<file path="config.mk">
export PLATFORM = sky130hd
export DESIGN_NAME = uart_rx_ctrl
export DESIGN_NICKNAME = d
export VERILOG_FILES = /design/src/rtl/uart_pkg.sv /design/src/rtl/uart_rx_fifo.sv /design/src/rtl/uart_rx_ctrl.sv
export SDC_FILE = /design/constraint.sdc
export NUM_CORES = 1
export LEC_CHECK = 0
export ABC_AREA = 1
export ABC_CLOCK_PERIOD_IN_PS = 2300
export CORE_MARGIN = 1
export CORE_UTILIZATION = 35
export CTS_BUF_LIST = sky130_fd_sc_hd__clkbuf_16
export DETAILED_ROUTE_END_ITERATION = 7
export GPL_ROUTABILITY_DRIVEN = 0
export PLACE_DENSITY = 0.64
export SETUP_SLACK_MARGIN = 0.4
export SYNTH_ARGS = -nofsm -noshare
export SYNTH_HDL_FRONTEND = slang
export SYNTH_SLANG_ARGS = --single-unit
</file>
<file path="constraint.sdc">
create_clock -name clk -period 2.3 [get_ports clk]
set_clock_uncertainty 0.15 [all_clocks]
set_input_delay 0.23 -clock clk [delete_from_list [all_inputs] [get_ports clk]]
set_output_delay 0.23 -clock clk [all_outputs]
set_load 0.01 [all_outputs]
</file>
<file path="src/rtl/uart_pkg.sv">
// Shared types and constants for the UART receive-side sequencer and its FIFO.
// Each FIFO entry is {framing_error, data}, so the error flag sits at bit ERR_BIT.
package uart_pkg;

    typedef enum logic [1:0] {
        ST_IDLE  = 2'd0,
        ST_ACK   = 2'd1,
        ST_CLEAR = 2'd2,
        ST_DRAIN = 2'd3
    } rx_state_e;

    localparam int DATA_W  = 8;
    localparam int ENTRY_W = DATA_W + 1;
    localparam int ERR_BIT = DATA_W;

endpackage

</file>
<file path="src/rtl/uart_rx_fifo.sv">
// DEPTH x ENTRY_W synchronous FIFO, first-word-fall-through from a register array.
// Flush has priority over push/pop; a push while full succeeds only alongside a pop.
module uart_rx_fifo
    import uart_pkg::*;
#(
    parameter int DEPTH = 8
) (
    input  logic                     clk,
    input  logic                     reset_n,
    input  logic                     push_i,
    input  logic                     pop_i,
    input  logic                     flush_i,
    input  logic [ENTRY_W-1:0]       wdata_i,
    output logic [ENTRY_W-1:0]       rdata_o,
    output logic [$clog2(DEPTH):0]   count_o,
    output logic                     full_o,
    output logic                     empty_o
);

    localparam int AW = $clog2(DEPTH);
    localparam int CW = AW + 1;
    localparam logic [CW-1:0] DEPTH_C = CW'(DEPTH);

    logic [ENTRY_W-1:0] mem_q [DEPTH];
    logic [AW-1:0]      rd_ptr_q;
    logic [AW-1:0]      wr_ptr_q;
    logic [CW-1:0]      count_q;
    logic [CW-1:0]      count_d;
    logic               do_push;
    logic               do_pop;

    assign empty_o = (count_q == '0);
    assign full_o  = (count_q == DEPTH_C);
    assign count_o = count_q;
    assign rdata_o = mem_q[rd_ptr_q];

    assign do_pop  = pop_i && !empty_o;
    assign do_push = push_i && (!full_o || do_pop);

    always_comb begin
        count_d = count_q;
        if (flush_i) begin
            count_d = '0;
        end else if (do_push && !do_pop) begin
            count_d = count_q + CW'(1);
        end else if (do_pop && !do_push) begin
            count_d = count_q - CW'(1);
        end
    end

    always_ff @(posedge clk or negedge reset_n) begin
        if (!reset_n) begin
            for (int i = 0; i < DEPTH; i++) begin
                mem_q[i] <= '0;
            end
            rd_ptr_q <= '0;
            wr_ptr_q <= '0;
            count_q  <= '0;
        end else begin
            count_q <= count_d;
            if (flush_i) begin
                rd_ptr_q <= '0;
                wr_ptr_q <= '0;
            end else begin
                // When full, wr_ptr equals rd_ptr; the head is read out this
                // cycle before the overwrite lands at the edge.
                if (do_push) begin
                    mem_q[wr_ptr_q] <= wdata_i;
                    wr_ptr_q        <= wr_ptr_q + AW'(1);
                end
                if (do_pop) begin
                    rd_ptr_q <= rd_ptr_q + AW'(1);
                end
            end
        end
    end

endmodule

</file>
<file path="src/rtl/uart_rx_ctrl.sv">
// Receive sequencer: drains bytes from the UART receiver into a tagged FIFO for the host.
// Define UART_RX_CTRL_STATS_EN to add saturating ferr/ovr/drop counters.
module uart_rx_ctrl
    import uart_pkg::*;
#(
    parameter int DEPTH = 8,
    parameter int CNTW  = 16
) (
    input  logic                   clk,
    input  logic                   reset_n,
    input  logic                   rx_dataready,
    input  logic [7:0]             rx_data,
    input  logic                   rx_framing,
    input  logic                   rx_overrun,
    output logic                   rx_readdata,
    output logic                   rx_clearerr,
    output logic                   host_valid,
    output logic [7:0]             host_data,
    output logic                   host_ferr,
    input  logic                   host_ready,
    input  logic                   flush,
    input  logic                   clear_status,
    output logic [$clog2(DEPTH):0] fifo_count,
    output logic                   ovr_seen,
    output logic                   fifo_ovf,
`ifdef UART_RX_CTRL_STATS_EN
    output logic [CNTW-1:0]        ferr_cnt,
    output logic [CNTW-1:0]        ovr_cnt,
    output logic [CNTW-1:0]        drop_cnt,
`endif
    output logic [1:0]             dbg_state
);

    rx_state_e          state_q;
    logic               err_q;
    logic               rx_readdata_q;
    logic               rx_clearerr_q;
    logic               ovr_seen_q;
    logic               fifo_ovf_q;
    logic               capture;
    logic               host_pop;
    logic               drop;
    logic               fifo_full;
    logic               fifo_empty;
    logic [ENTRY_W-1:0] fifo_rdata;

    // A byte is captured and pushed in the same IDLE cycle it is seen.
    assign capture  = (state_q == ST_IDLE) && rx_dataready;
    assign host_pop = host_valid && host_ready;
    assign drop     = capture && fifo_full && !host_pop && !flush;

    uart_rx_fifo #(
        .DEPTH (DEPTH)
    ) u_fifo (
        .clk     (clk),
        .reset_n (reset_n),
        .push_i  (capture),
        .pop_i   (host_pop),
        .flush_i (flush),
        .wdata_i ({rx_framing, rx_data}),
        .rdata_o (fifo_rdata),
        .count_o (fifo_count),
        .full_o  (fifo_full),
        .empty_o (fifo_empty)
    );

    assign host_valid  = !fifo_empty;
    assign host_data   = fifo_rdata[DATA_W-1:0];
    assign host_ferr   = fifo_rdata[ERR_BIT];
    assign rx_readdata = rx_readdata_q;
    assign rx_clearerr = rx_clearerr_q;
    assign ovr_seen    = ovr_seen_q;
    assign fifo_ovf    = fifo_ovf_q;
    assign dbg_state   = state_q;

    always_ff @(posedge clk or negedge reset_n) begin
        if (!reset_n) begin
            state_q       <= ST_IDLE;
            err_q         <= 1'b0;
            rx_readdata_q <= 1'b0;
            rx_clearerr_q <= 1'b0;
        end else begin
            rx_readdata_q <= 1'b0;
            rx_clearerr_q <= 1'b0;
            case (state_q)
                ST_IDLE: begin
                    if (rx_dataready) begin
                        err_q         <= rx_framing || rx_overrun;
                        rx_readdata_q <= 1'b1;
                        state_q       <= ST_ACK;
                    end
                end
                ST_ACK: begin
                    rx_clearerr_q <= err_q;
                    state_q       <= err_q ? ST_CLEAR : ST_DRAIN;
                end
                ST_CLEAR: state_q <= ST_DRAIN;
                ST_DRAIN: state_q <= ST_IDLE;
                default:  state_q <= ST_IDLE;
            endcase
        end
    end

    // Sticky status: a new event wins over a same-cycle clear.
    always_ff @(posedge clk or negedge reset_n) begin
        if (!reset_n) begin
            ovr_seen_q <= 1'b0;
            fifo_ovf_q <= 1'b0;
        end else begin
            if (capture && rx_overrun) begin
                ovr_seen_q <= 1'b1;
            end else if (clear_status) begin
                ovr_seen_q <= 1'b0;
            end
            if (drop) begin
                fifo_ovf_q <= 1'b1;
            end else if (clear_status) begin
                fifo_ovf_q <= 1'b0;
            end
        end
    end

`ifdef UART_RX_CTRL_STATS_EN
    localparam logic [CNTW-1:0] CNT_MAX = '1;
    localparam logic [CNTW-1:0] CNT_ONE = CNTW'(1);

    logic [CNTW-1:0] ferr_cnt_q;
    logic [CNTW-1:0] ovr_cnt_q;
    logic [CNTW-1:0] drop_cnt_q;

    function automatic logic [CNTW-1:0] bump(input logic [CNTW-1:0] c,
                                             input logic inc, input logic clr);
        logic [CNTW-1:0] r;
        r = clr ? '0 : c;
        if (inc && r != CNT_MAX) begin
            r = r + CNT_ONE;
        end
        return r;
    endfunction

    always_ff @(posedge clk or negedge reset_n) begin
        if (!reset_n) begin
            ferr_cnt_q <= '0;
            ovr_cnt_q  <= '0;
            drop_cnt_q <= '0;
        end else begin
            ferr_cnt_q <= bump(ferr_cnt_q, capture && rx_framing, clear_status);
            ovr_cnt_q  <= bump(ovr_cnt_q, capture && rx_overrun, clear_status);
            drop_cnt_q <= bump(drop_cnt_q, drop, clear_status);
        end
    end

    assign ferr_cnt = ferr_cnt_q;
    assign ovr_cnt  = ovr_cnt_q;
    assign drop_cnt = drop_cnt_q;
`endif

endmodule

</file>
== Word-level counts from Yosys, hierarchy flattened ==
Cells that the tools add are included.

* Add/sub/neg operators: 4
* Multiplexer cells: 22
* Bitwise gates (word level): 3
* Magnitude comparators: 3
* Equal/unequal tests: 5
* Reduce and logical (&&, ||, !) cells: 28

{| class="wikitable"
|+ Operators by type and width
! cell !! number
|-
| $bwmux 72 || 1
|-
| $bmux 9 s3 || 1
|-
| $demux 9 s3 || 1
|-
| $mux 9 || 3
|-
| $mux 3 || 4
|-
| $mux 4 || 3
|-
| $logic_and 1x1->1 || 11
|-
| $ge 4x4->1 const B || 2
|-
| $not 3->4 || 2
|-
| $pmux 2 s4 || 1
|-
| $reduce_bool 2->1 || 4
|-
| $mux 1 || 7
|-
| $add 3x1->3 const B || 2
|-
| $logic_not 1->1 || 6
|-
| $add 4x1->4 const B || 1
|-
| $eq 2x2->1 const B || 2
|-
| $eq 4x4->1 const B || 1
|-
| $logic_not 4->1 || 1
|-
| $lt 4x1->1 const B || 1
|-
| $reduce_and 2->1 || 2
|-
| $sub 4x1->4 const B || 1
|-
| $reduce_bool 3->1 || 1
|-
| $eq 2x1->1 const B || 1
|-
| $logic_not 2->1 || 1
|-
| other kinds (4) || 5
|}

* Output and inout port bits: 20
* Register bits: 89
* Input bits: 16
* Word-level logic and storage cells: 82

== Logic depth before layout (Yosys ltp) ==
* Depth in word-level cells: 11
* Mapped depth: 14
* Depth with buffers taken out: 14

== Modules after synthesis ==
A second synthesis with hierarchy kept.

* Cell total of the unflattened synthesis: 611
* Area total of the unflattened synthesis: 4586.9 µm²

{| class="wikitable"
|+ By module, submodules not included
! module !! area an instance (µm²) !! times used !! cells an instance
|-
| uart_rx_fifo || 4242.8 || 1 || 567
|-
| uart_rx_ctrl || 344.1 || 1 || 44
|}

== Worst setup path before layout ==
Ideal clock, no wire load.

* Path kind: register to register
* Start: reg state_q[1], in the netlist dbg_state[1]
* End: reg u_fifo.count_q[3], in the netlist u_fifo.count_o[3]
* Cell stages (with the launch flop): 15
* Required time: 2033 ps
* Setup slack: 152 ps
* Arrival time: 1881 ps
* Path through: dfrtp_1 > inv_1 > ha_1 > nand2_2 > inv_1 > nand3_2 > ha_1 > nand3_1 > nand3_1 > nand2_1 > nand2_1 > nand2_1 > nand2_1 > nand2_1 > nand2_1

* Word-level cells in the longest chain between the ends: 6

{| class="wikitable"
|+ Ends and longest elaborated chain
! item !! RTL line !! source
|-
| start: declaration || uart_rx_ctrl.sv:34 || <nowiki>rx_state_e state_q;</nowiki>
|-
| start signal: assignment || uart_rx_ctrl.sv:95 || <nowiki>state_q <= err_q ? ST_CLEAR : ST_DRAIN;</nowiki>
|-
| $logic_not 2->1 * || uart_rx_ctrl.sv:48 || <nowiki>assign capture = (state_q == ST_IDLE) && rx_dataready;</nowiki>
|-
| $logic_and 1x1->1 * || uart_rx_ctrl.sv:48 ||
|-
| named net capture || uart_rx_ctrl.sv:40 || <nowiki>logic capture;</nowiki>
|-
| $logic_and 1x1->1 * || uart_rx_fifo.sv:38 || <nowiki>assign do_push = push_i && (!full_o || do_pop);</nowiki>
|-
| $logic_and 1x1->1 or $logic_not 1->1 (tied branches) || uart_rx_fifo.sv:44, uart_rx_fifo.sv:46 ||
|-
| $mux 4 or $logic_and 1x1->1 (tied branches) || uart_rx_fifo.sv:44, uart_rx_fifo.sv:46 ||
|-
| $mux 4 or $reduce_bool 3->1 (tied branches) || -- ||
|-
| end signal: assignment || uart_rx_fifo.sv:60 || <nowiki>count_q <= count_d;</nowiki>
|-
| end: declaration || uart_rx_fifo.sv:27 || <nowiki>logic [CW-1:0] count_q;</nowiki>
|}

The timed path passes the listed nets; every way through them passes the cells marked *.
A chain may end at the register's enable or synchronous reset.

== Worst setup path in the final report ==
* Start: reg u_fifo.rd_ptr_q[0]
* End: out host_ferr

* Word-level cells in the longest chain between the ends: 4

{| class="wikitable"
|+ Ends and longest elaborated chain
! item !! RTL line !! source
|-
| start: declaration || uart_rx_fifo.sv:25 || <nowiki>logic [AW-1:0] rd_ptr_q;</nowiki>
|-
| start signal: assignment || uart_rx_fifo.sv:72 || <nowiki>rd_ptr_q <= rd_ptr_q + AW'(1);</nowiki>
|-
| $not 3->4 (implied by the code) || uart_rx_fifo.sv:35 || <nowiki>assign rdata_o = mem_q[rd_ptr_q];</nowiki>
|-
| $bmux 9 s3 || uart_rx_fifo.sv:35 ||
|-
| $mux 9 (implied by the code) (2 in a row) || uart_rx_fifo.sv:35 ||
|-
| end: declaration || uart_rx_ctrl.sv:19 || <nowiki>output logic host_ferr,</nowiki>
|}

Every way passes these cells. The select of a mux whose other input is x is not followed.

==> summary.txt <==
Run status
  • Status: finished clean

Critical path
  • Max stage delay cell, worst path: dfrtp_2
  • Worst setup SP type: flop
  • CP peak stage delay: slightly above 0.4 ns
  • Critical path type: reg -> out
  • Path depth of the worst reg2reg path: 12
  • Worst path cell trace: buf_6 > buf_12 > mux2i_2 > o22ai_1 > nand2_1 > nand2_2 > buf_6
  • CP arrival: between 1.5 and 2 ns
  • Required time worst endpoint: ~1.9 ns
  • Crit path depth: 7
  • CP top delay family: buffers and inverters
  • Crit path buf inv count: 3
  • Most frequent CP cell: buf_6
  • Critical path peak fanout: 5
  • Crit. End Element: output pin

Route
  • Via density: 4.97
  • DR vias: approximately 3700
  • Pre-antenna DRT Iters: 5
  • Residual DRC: 0
  • Detailed Route WL: 10800 microns
  • Wire per inst: about 15 microns
  • Drt initial violations: between 200 and 300
  • Detail Route Antenna Nets: 0

Logic synthesis
  • Yosys top cell area share: 0.501
  • Synth cell count leaders: nand2_1 (128), dfrtp_1 (89), o21ai_1 (56), nor2_1 (49), o21ai_0 (46)
  • Synth cell types: 32
  • Synth area leader: dfrtp_1
  • Seq/Total Area, Yosys: 0.501
  • Top FF cell, synth: dfrtp_1
  • Post-synth EDFFs: 0
  • Most common cell in the netlist: nand2_1
  • Top area cells in the synthesized netlist: dfrtp_1 (50%), nand2_1 (11%), o21ai_1 (6.3%)
  • Cell Area, Synth: 0.00445 sq mm
  • YS warnings: 0
  • Ys async rst share: 1.00
  • Post-Syn Area per Cell: between 8 and 9 sq um
  • Post-Syn Instances: about 500
  • Register bit total from synthesis: ~90
  • Syn_nets: 523

STA
  • Final setup vio count: 0
  • Slew Limit Fails: 0
  • Hold Vio Cnt, Final: 0
  • Period utilisation layout: 0.886
  • TNS Setup: 0 ns
  • Slew headroom: 0.648
  • Worst-Margin Slew: between 0.5 and 0.6 ns
  • Fmax achieved: between 400 and 500 MHz
  • Period minus WS final: 2.04 ns
  • RSZ-0062 raised after global routing: true
  • PnR worst setup slack: 0.261 ns

Clock tree
  • Clock transition at path regs: about 0.070 ns
  • TritonCTS buffer count: 9
  • Worst-Skew Late Latency: between 0.3 and 0.4 ns
  • H-tree levels: 3
  • TritonCTS Sinks: 89
  • Clk Tree Root Cell: clkbuf_16
  • Clock buffer depth: 2
  • TritonCTS clock tree: built

Power and ir drop
  • Worst VDD drop: around 510 uV
  • Pwr Density: about 1100 mW/mm^2
  • Leakage Power: around 2.6 nW

Die
  • Die area: 0.0132 sq mm
  • Site row count: 40
  • Die X: 115 microns
  • Starting Density: 0.364
  • Height of the die: 115 microns
  • Num ports: 36
  • Core Box Area: approximately 0.012 sq mm

Job
  • Max Cap Viol: 0

Final layout
  • Number of antenna diodes: 0
  • Fraction of layout cells with a size suffix above 1: 0.232
  • Synthesis-to-finish area growth: 28.4%
  • Fill cell count: approximately 1200
  • Final nets: slightly below 600

Global routing
  • Number of global-route vias before repair: roughly 3600
  • First-pass GRT wire length: about 18000 microns
  • Antenna violations before repair: 0
  • Total track usage: 0.174
  • GRT overflow: 0
  • Largest net degree at the start of global routing: 51

Place
  • Final HPWL DP: approximately 6400 microns
  • PortBufs: 35
  • Place WS: between 0.1 and 0.15 ns

Min path
  • Worst Hold Class: in -> async
path summary, 6_finish.rpt:
path / startpoint / endpoint / slack, ns
min in group clk: u_fifo.mem_q[23] / u_fifo.mem_q[23] / 0.33
worst max-delay path: u_fifo.rd_ptr_q[0] / host_ferr / 0.26
worst min-delay path: reset_n / dbg_state[0] / 0.28
worst max register to register: u_fifo.count_o[0] / u_fifo.count_o[3] / 0.34
worst min register to register: u_fifo.mem_q[23] / u_fifo.mem_q[23] / 0.33
max in group asynchronous: reset_n / u_fifo.rd_ptr_q[0] / 1.06
area by class of cell:
cell class,count,area (sq um),share of cell area
flip-flops and latches,89,2230,0.392
clock inverters,7,92.6,0.0162
well taps,168,210,0.0368
inverters,31,136,0.0239
repair buffers,74,731,0.128
multi-input cells,359,2080,0.364
clock buffers,9,225,0.0395
registers in the layout, summed over array words and instances, names as in the netlist:
register	cells
dbg_state	2
err_q	1
fifo_ovf	1
ovr_seen	1
rx_clearerr	1
rx_readdata	1
u_fifo.count_o	4
u_fifo.mem_q	72
u_fifo.rd_ptr_q	3
u_fifo.wr_ptr_q	3
cells by family after synthesis:
group           share of synthesized area
fa+ha+maj                          0.0242
flops                               0.501
buf+inv                            0.0645
mux                                0.0203
compound gates                      0.172
xor+xnor                          0.00197
simple gates                        0.216
power by group:
| part | internal, mW | switching (mW) | leakage (nW) |
|---|---|---|---|
| Combinational | 1.34 | 1.46 | 1.24 |
| Sequential | 1.87 | 0.198 | 1.20 |
| Clock | 0.950 | 0.617 | 0.149 |
what timing repair did:
| action | in CTS | in global routing |
|---|---|---|
| endpoints found under the setup margin | 13 | 13 |
| pin swaps | 10 | 20 |
| hold buffers | 1 | 0 |
| buffers inserted | 20 | 8 |
| gates resized for setup | 68 | 28 |
| cloned | 1 | 1 |
| hold endpoints to repair | 39 | 0 |
metrics by stage:
step	util	std cells	power [mW]	hold WS (ns)	area [sq um]
6_report	0.467	737	6.43	0.278	5710
5_1_grt	0.467	737	6.82	0.329	5710
4_1_cts	0.455	728	6.19	0.279	5550
3_5_place_dp	0.408	690	4.29	0.0978	4980
3_3_place_gp	0.408	690	4.22	0.0930	4980
2_1_floorplan	-	499	3.48	-0.216	4490
worst reg2reg max path: stages (launching register included):
cell and delay, ns:
dfrtp_2 0.43, nor2_4 0.17, nand2_2 0.10, nand2_4 0.11, nand3_4 0.11, ha_4 0.32, nand2_2 0.08, nand4_1 0.12
nand2_1 0.07, nand2_1 0.06, nand2_1 0.05, nand2_1 0.05, nand2_1 0.04
metal layers:
metal	GRT usage	vias to the layer above	part of all wire
met5	0	-	0
met4	0.0589	0	0.013
met3	0.0323	9	0.035
met2	0.288	70	0.49
met1	0.230	1801	0.47
li1	-	1781	-
cell usage in the layout, fill, tap and decap left out, types with 2 or more instances in the layout:
cell,synthesis,routed
nor2_1,49,43
dfrtp_2,0,6
clkinvlp_4,0,2
clkbuf_2,0,2
buf_8,2,3
nand2_4,1,3
buf_6,6,4
inv_2,2,4
o21ai_2,19,20
nand3_4,0,3
buf_4,2,28
o22ai_1,9,9
nand2_8,8,8
buf_2,6,5
nand2_2,3,5
a21oi_1,3,3
inv_6,0,2
nand3_1,10,7
clkinv_1,1,2
nand3_2,2,2
nor2_2,3,5
o21ai_1,56,72
clkbuf_16,0,10
ha_4,0,3
dfrtp_1,89,83
bufinv_16,0,2
clkdlybuf4s50_1,0,24
o21ai_0,46,29
buf_12,0,4
nor2_4,1,5
inv_1,27,23
nand2_1,128,124
ha_1,7,4
mux2i_1,9,8
Power figures use the tool's default switching activity.
